File: config.mk
export PLATFORM = sky130hd
export DESIGN_NAME = csel_add_sched
export DESIGN_NICKNAME = d
export VERILOG_FILES = /design/src/rtl/csel_add_sched.sv
export SDC_FILE = /design/constraint.sdc
export NUM_CORES = 1
export LEC_CHECK = 0
export ABC_CLOCK_PERIOD_IN_PS = 4300
export BUFFER_PORTS_ARGS = -buffer_cell sky130_fd_sc_hd__buf_2
export CAP_MARGIN = 20
export CORE_MARGIN = 2
export CORE_UTILIZATION = 40
export DETAILED_ROUTE_END_ITERATION = 8
export PLACE_DENSITY = 0.65
export SLEW_MARGIN = 5
export SYNTH_ARGS = -nofsm -noshare
export SYNTH_HDL_FRONTEND = slang
export SYNTH_HIERARCHICAL = 1
export SYNTH_SLANG_ARGS = --single-unit
File: constraint.sdc
create_clock -name clk -period 4.3 [get_ports clk]
set_clock_uncertainty 0.2 [all_clocks]
set_input_delay 0.645 -clock clk [delete_from_list [all_inputs] [get_ports clk]]
set_output_delay 0.645 -clock clk [all_outputs]
set_load 0.01 [all_outputs]
File: src/rtl/csel_add_sched.sv
// Two-requester scheduler sharing a single carry-select adder through an IDLE/EXEC/RESP FSM.
// Build option: CSEL_SCHED_FIXED_PRIO_EN selects fixed priority (requester 0 wins) instead of round-robin.

module C_Sel_A_45bit #(
  parameter int width = 45
) (
  input  logic [width-1:0] a,
  input  logic [width-1:0] b,
  input  logic             cin,
  output logic [width-1:0] s,
  output logic             cout
);
  localparam int blk_w = 9;
  localparam int n_blk = (width + blk_w - 1) / blk_w;

  logic [n_blk-1:0] blk_co0;
  logic [n_blk-1:0] blk_co1;
  logic [n_blk-1:0] blk_ci;

  genvar gi;
  generate
    for (gi = 0; gi < n_blk; gi++) begin : g_blk
      localparam int lo = gi * blk_w;
      localparam int nb = ((width - lo) < blk_w) ? (width - lo) : blk_w;
      logic [nb:0] sum0;
      logic [nb:0] sum1;
      // Each block precomputes both carry-in outcomes; the real carry only picks one.
      assign sum0 = {1'b0, a[lo +: nb]} + {1'b0, b[lo +: nb]};
      assign sum1 = {1'b0, a[lo +: nb]} + {1'b0, b[lo +: nb]} + (nb + 1)'(1);
      assign blk_co0[gi] = sum0[nb];
      assign blk_co1[gi] = sum1[nb];
      assign s[lo +: nb] = blk_ci[gi] ? sum1[nb-1:0] : sum0[nb-1:0];
    end
  endgenerate

  always_comb begin
    logic c;
    c = cin;
    blk_ci = '0;
    for (int i = 0; i < n_blk; i++) begin
      blk_ci[i] = c;
      c = c ? blk_co1[i] : blk_co0[i];
    end
    cout = c;
  end
endmodule

module csel_add_sched #(
  parameter int width = 45
) (
  input  logic             clk,
  input  logic             rst,
  input  logic             req0_valid,
  output logic             req0_ready,
  input  logic [width:1]   req0_a,
  input  logic [width:1]   req0_b,
  input  logic             req0_cin,
  input  logic             req1_valid,
  output logic             req1_ready,
  input  logic [width:1]   req1_a,
  input  logic [width:1]   req1_b,
  input  logic             req1_cin,
  output logic             rsp_valid,
  input  logic             rsp_ready,
  output logic [width:1]   rsp_sum,
  output logic             rsp_cout,
  output logic             rsp_id
);
  typedef enum logic [1:0] {IDLE, EXEC, RESP} state_t;

  state_t           state_reg;
  logic [width:1]   a_reg;
  logic [width:1]   b_reg;
  logic             cin_reg;
  logic             id_reg;
  logic [width:1]   add_s;
  logic             add_cout;
  logic             grant_id;
  logic             accept_ok;

`ifdef CSEL_SCHED_FIXED_PRIO_EN
  assign grant_id = !req0_valid;
`else
  logic ptr_reg;
  assign grant_id = (req0_valid && req1_valid) ? !ptr_reg : req1_valid;
`endif

  // Ready depends on the live valid so a withdrawn request is never granted.
  assign accept_ok  = (state_reg == IDLE) && !rst;
  assign req0_ready = accept_ok && req0_valid && !grant_id;
  assign req1_ready = accept_ok && req1_valid && grant_id;

  C_Sel_A_45bit #(.width(width)) u_adder (
    .a    (a_reg),
    .b    (b_reg),
    .cin  (cin_reg),
    .s    (add_s),
    .cout (add_cout)
  );

  always_ff @(posedge clk) begin
    if (rst) begin
      state_reg <= IDLE;
`ifndef CSEL_SCHED_FIXED_PRIO_EN
      ptr_reg   <= 1'b1;
`endif
      a_reg     <= '0;
      b_reg     <= '0;
      cin_reg   <= 1'b0;
      id_reg    <= 1'b0;
      rsp_valid <= 1'b0;
      rsp_sum   <= '0;
      rsp_cout  <= 1'b0;
      rsp_id    <= 1'b0;
    end else begin
      case (state_reg)
        IDLE: begin
          if (req0_valid || req1_valid) begin
            a_reg     <= grant_id ? req1_a : req0_a;
            b_reg     <= grant_id ? req1_b : req0_b;
            cin_reg   <= grant_id ? req1_cin : req0_cin;
            id_reg    <= grant_id;
`ifndef CSEL_SCHED_FIXED_PRIO_EN
            ptr_reg   <= grant_id;
`endif
            state_reg <= EXEC;
          end
        end
        EXEC: begin
          rsp_sum   <= add_s;
          rsp_cout  <= add_cout;
          rsp_id    <= id_reg;
          rsp_valid <= 1'b1;
          state_reg <= RESP;
        end
        RESP: begin
          if (rsp_ready) begin
            rsp_valid <= 1'b0;
            state_reg <= IDLE;
          end
        end
        default: state_reg <= IDLE;
      endcase
    end
  end
endmodule

[Yosys cells after proc, flatten, opt, wreduce, memory -nomap -nowiden]
Index checks and enable logic that the tools add are counted.
Word-level totals
  register bits: 143
  bits of input ports: 187
  output and inout bits: 50
Cells by class
  muxes and demuxes: 19
  equal/unequal tests: 4
  reductions and logical operators: 15
  add/sub/neg operators: 10
Operators with widths (count)
  two-way mux 45 bit: 2
  adder 10 x 1 -> 10 bit (second input constant): 5
  adder 9 x 9 -> 10 bit: 5
  two-way mux 9 bit: 5
  two-way mux 1 bit: 8
  logical AND 1 bit: 6
  case mux 2 bit (3 select lines): 1
  AND reduction 2 bit: 3
  two-way mux 2 bit: 2
  logical NOT 1 bit: 3
  equality test 2 x 1 -> 1 bit (second input constant): 1
  equality test 2 bit (second input constant): 1
  logical NOT 2 bit: 1
  inequality test 2 x 1 -> 1 bit (second input constant): 1
  inequality test 2 bit (second input constant): 1
  case mux 1 bit (2 select lines): 1
  nonzero test 2 bit: 1
  logical OR 1 bit: 1

[Logic depth before layout (Yosys ltp)]
  word-level depth: 7
  gate-level depth with buffers: 17
  depth with buffers taken out: 17

[Hierarchy]
Netlist, hierarchy kept.
By module, submodules not included
  csel_add_sched: area an instance 6442.4 µm², cells an instance 747, instances 1
  C_Sel_A_45bit: area an instance 3139.3 µm², cells an instance 413, instances 1

[Worst setup path before layout]
OpenSTA, ideal clock, no wires.
  kind: register -> register
  from: register a_reg[1] (netlist bit)
  to: register rsp_sum[38] (netlist bit)
  clock period less this slack: 4.034 ns
  buffers on the path: 0
  arrival: 3.702 ns
  stages on the path, launching flop included: 18
  setup time: 0.132 ns
  slack: 0.266 ns
  cells stage by stage: dfxtp_1 -> ha_1 -> inv_1 -> fa_1 -> nand2b_1 -> a211oi_1 -> or2_2 -> xor2_2 -> and4_4 -> nand3_2 -> a2111o_1 -> nand2_2 -> mux2i_4 -> nor2_4 -> xnor2_1 -> mux2_1 -> nand2_1 -> a21oi_1
Between the ends
  word-level cells in the longest chain between the ends: 7
Ends and longest elaborated chain
  start: declaration: line 72  | logic [width:1] a_reg;
  start signal: assignment: line 119  | a_reg <= grant_id ? req1_a : req0_a;
  adder 9 x 9 -> 10 bit (*): line 28, 29
  adder 10 x 1 -> 10 bit: line 29  | assign sum1 = {1'b0, a[lo +: nb]} + {1'b0, b[lo +: nb]} + (nb + 1)'(1);
  two-way mux 1 bit (*) (4 in series): line 42  | c = c ? blk_co1[i] : blk_co0[i];
  two-way mux 9 bit (*): line 32  | assign s[lo +: nb] = blk_ci[gi] ? sum1[nb-1:0] : sum0[nb-1:0];
  via add_s (one bit): line 76  | logic [width:1] add_s;
  end signal: assignment: line 130  | rsp_sum <= add_s;
  end: declaration: line 65  | output logic [width:1] rsp_sum,
Mark *: on every way through the listed nets, which the timed path passes. The rest lies on a longest branch.
A chain may end at the register's enable or synchronous reset.

[Worst setup path after layout]
  from: register a_reg[19] (netlist bit)
  to: register rsp_sum[43] (netlist bit)
Between the ends
  word-level cells in the longest chain between the ends: 5
Ends and longest elaborated chain (line)
  adder 9 x 9 -> 10 bit (*): 28, 29
  adder 10 x 1 -> 10 bit: 29
  two-way mux 1 bit (*) (2 in series): 42
  two-way mux 9 bit (*): 32
  via add_s (one bit): 76
Marks and branches as above.

==> impl_metrics.csv <==
group,metric,value,unit
sta,worstMarginPinSlew,1.05,ns
setup_path,required,4.45,ns
synthesis,synth-edff-count,0,
synthesis,synth_flop_cell,"dfxtp_1",
outcome,outcome,"complete, no violations",
drt,drc,0,
sta,slew_violations,0,
setup_path,r2r_cells,18,
setup_path,reg2reg_setup_slack,0.17,ns
setup_path,slowest_stage,"or4_1",
setup_path,critPathLaunchType,"register",
layout,final_cell_mix,"nand2_1 (308), buf_2 (235), a21oi_1 (157), dfxtp_1 (140), a311oi_2 (80)",
die,die_area,0.0252,mm^2
power_and_ir_drop,p_leak,5.01,nW
run,maxCapViolCount,0,
clocking,root_buffer,"clkbuf_16",
synthesis,syn_inst,1160,
clocking,insertion_delay,0.42,ns
layout,design_area,0.0117,mm^2
layout,drive_gt1_share,31.8,%
setup_path,path_depth,18,
clocking,cts_max_path_buffers,2,
placed_design,port_buffers,236,
sta,setup_ws,0.173,ns
clocking,clk_pin_slew_worst_paths,0.06,ns
setup_path,cp_common_cell,"nand2_1",
drt,via_count,8845,
synthesis,synth-xor-area-share,6.83,%
setup_path,worstPathArrival,4.27,ns
clocking,ctsHoldBuffers,0,
clocking,cts-htree-levels,4,
drt,wl_per_cell,15.4,um
drt,vias_per_cell,5.23,
setup_path,worstPathCellList,"ha_1 -> inv_1 -> fa_2 -> nor2b_2 -> o31a_1 -> or4_1 -> a31oi_1 -> xnor2_1 -> nand2_1 -> a2111o_1 -> nand2_4 -> mux2i_4 -> buf_6 -> o21ai_4 -> or3b_4 -> xnor2_2 -> nand2_1 -> a21oi_2",
die,die_y,159,um
setup_path,critical_path_buf_inv_count,2,
clocking,cts_buffers,17,
placed_design,place_ws,-0.00791,ns
sta,relSlewSlack,30.0,%
synthesis,synth_top_family_by_area,"compound AO/OA/AOI/OAI gates",
synthesis,synthAdderAreaFrac,7.57,%
synthesis,synth_simple_gate_area_share,19.9,%
global_routing,grt-ovfl-total,0,
setup_path,crit_family,"compound AO/OA/AOI/OAI gates",
sta,setup_viol,0,
placed_design,place_congestion,0.855,
hold_path,min_from,"rsp_sum[24]",
power_and_ir_drop,p_clk_share,33.2,%
placed_design,post_dp_cell_area,0.0109,mm^2
layout,nets,1599,
sta,max_freq,242,MHz
synthesis,synth_nets,1402,
die,die_w,159,um
clocking,cts_tree,"done",
synthesis,yosys.area.top_type,"dfxtp_1",
layout,area_delta_synth_final,22.6,%
hold_path,hp-class,"register to register",
synthesis,synth_cell_types,83,
global_routing,antenna_found_initial,1,
sta,hold_slack,0.250,ns
global_routing,first_global_vias,8631,
synthesis,synth_top_area_share,29.9,%
global_routing,track_usage,20.3,%
setup_path,worstSetupPathType,"register to register",
setup_path,r2r_end,"rsp_sum[43]",
power_and_ir_drop,switching_share,33.9,%
setup_path,end_kind,"register",
drt,drt_iter0_drc,478,
sta,min_period_over_period,96.0,%
layout,nFillCells,2282,
sta,finalHoldViolations,0,
die,io-pin-count,237,
synthesis,yosys_warnings,6,
die,initial_core_util,40.8,%
drt,dr.pass1.iters,5,
sta,min_period,4.13,ns
die,rows,56,
synthesis,synth_area,0.00958,mm^2
die,core,0.0235,mm^2
synthesis,postSynthAreaPerCell,8.26,um^2
synthesis,synth_compound_area_share,29.2,%
synthesis,synth.area.top_cells,"dfxtp_1 (30%), a311oi_2 (12%), nand2_1 (12%)",
power_and_ir_drop,power.density,404,mW/mm^2
drt,drtAntennaViolNets,0,
power_and_ir_drop,p_int,3.13,mW
setup_path,cp_max_fo,6,
clocking,cts_sinks,143,
global_routing,grt_pass1_wl,42700,um
setup_path,cp-endpoint,"rsp_sum[43]",
global_routing,grt_max_degree,105,
setup_path,crit_start,"a_reg[19]",
power_and_ir_drop,peakVddDrop,210,uV
setup_path,slowest_delay,0.41,ns
power_and_ir_drop,p_sw,1.61,mW
power_and_ir_drop,seq_power_share,33.5,%
sta,tns,0,ns
power_and_ir_drop,pwr-share-comb,33.3,%
layout,final_common_cell,"nand2_1",
synthesis,synth_seq_cells,143,
layout,fin_util,50.0,%
synthesis,synthMuxAreaShare,0.770,%
synthesis,ys_async_sr_fraction,0,%
placed_design,dp_hpwl,18300,um
drt,routed_wirelength,26000,um
synthesis,synth_seq_area_share,29.9,%
setup_path,r2r_start,"a_reg[19]",
[power groups by stage]
stage | combinational (mW) | sequential [mW] | clock (mW)
after floorplan | 1.14 | 1.60 | 0
after global placement | 1.51 | 1.61 | 0
after detailed placement | 1.52 | 1.61 | 0
after CTS | 1.53 | 1.58 | 1.61
after global routing | 1.76 | 1.60 | 1.67
final | 1.58 | 1.59 | 1.58
[metal layers]
| metal | GRT usage (%) | up-vias | wire length (um) |
|---|---|---|---|
| met5 | 0 | - | 0 |
| li1 | - | 4499 | - |
| met2 | 34.3 | 201 | 12300 |
| met1 | 26.9 | 4131 | 12300 |
| met3 | 3.71 | 14 | 1060 |
| met4 | 4.59 | 0 | 260 |
[repair_timing]
item	4_1_cts	5_1_grt
gates resized for setup	1	32
setup buffers	0	3
endpoints found under the setup margin	6	12
pin swaps	0	19
[per-stage QoR]
stage	total power, mW	instances
after floorplan	2.74	1160
after global placement	3.11	1653
after detailed placement	3.13	1653
after CTS	4.73	1685
after global routing	5.03	1690
final	4.74	1690
[Yosys cell counts (all sizes together), types with 3 or more instances]
cell type	n
o2111ai	3
or2	5
o211ai	3
buf	53
nand4	3
and2	7
o21a	6
o21bai	6
inv	35
and3	3
nand2b	7
ha	50
a21oi	164
o21ai	18
nor2b	5
nor3b	6
nor3	7
fa	5
clkbuf	26
or3b	5
nand3	14
mux2i	5
a311oi	92
nor2	41
o211a	3
xor2	27
xnor2	46
a21o	16
nand2	310
a211oi	9
dfxtp	143
[cell type report]
class / instances / area [um^2] / share of cell area (%)
well taps: 319 / 399 / 3.40
flip-flops and latches: 143 / 2870 / 24.4
multi-input cells: 903 / 6330 / 53.9
inverters: 35 / 131 / 1.12
repair buffers: 257 / 1400 / 11.9
diodes: 1 / 2.50 / 0.0213
clock buffers: 20 / 437 / 3.72
clock inverters: 12 / 183 / 1.56
[worst register-to-register path: cells and delay by family (launching register included)]
kind                       cells  cell delay [ns]
adders and majority gates      2             0.46
DFF                            1             0.31
muxes                          1             0.33
AOI/OAI and AO/OA              5             1.14
xor gates and xnor gates       2             0.28
and+or+nand+nor                6             1.10
buffers and inverters          2             0.25
[worst min-delay path by stage]
stage	endpoint	slack, ns	depth (start not counted)
6_report	rsp_sum[24]	0.25	2
5_1_grt	rsp_sum[24]	0.27	2
4_1_cts	rsp_id	0.25	2
3_5_place_dp	rsp_id	0.24	2
3_3_place_gp	rsp_id	0.23	2
2_1_floorplan	rsp_id	0.23	2
[logic make-up after synthesis]
kind of cell,count (synthesis)
buf+inv,114
xor+xnor,73
flops,143
compound gates,340
simple gates,429
mux,6
fa+ha+maj,55
No activity file was read; power rests on OpenSTA's default activity.
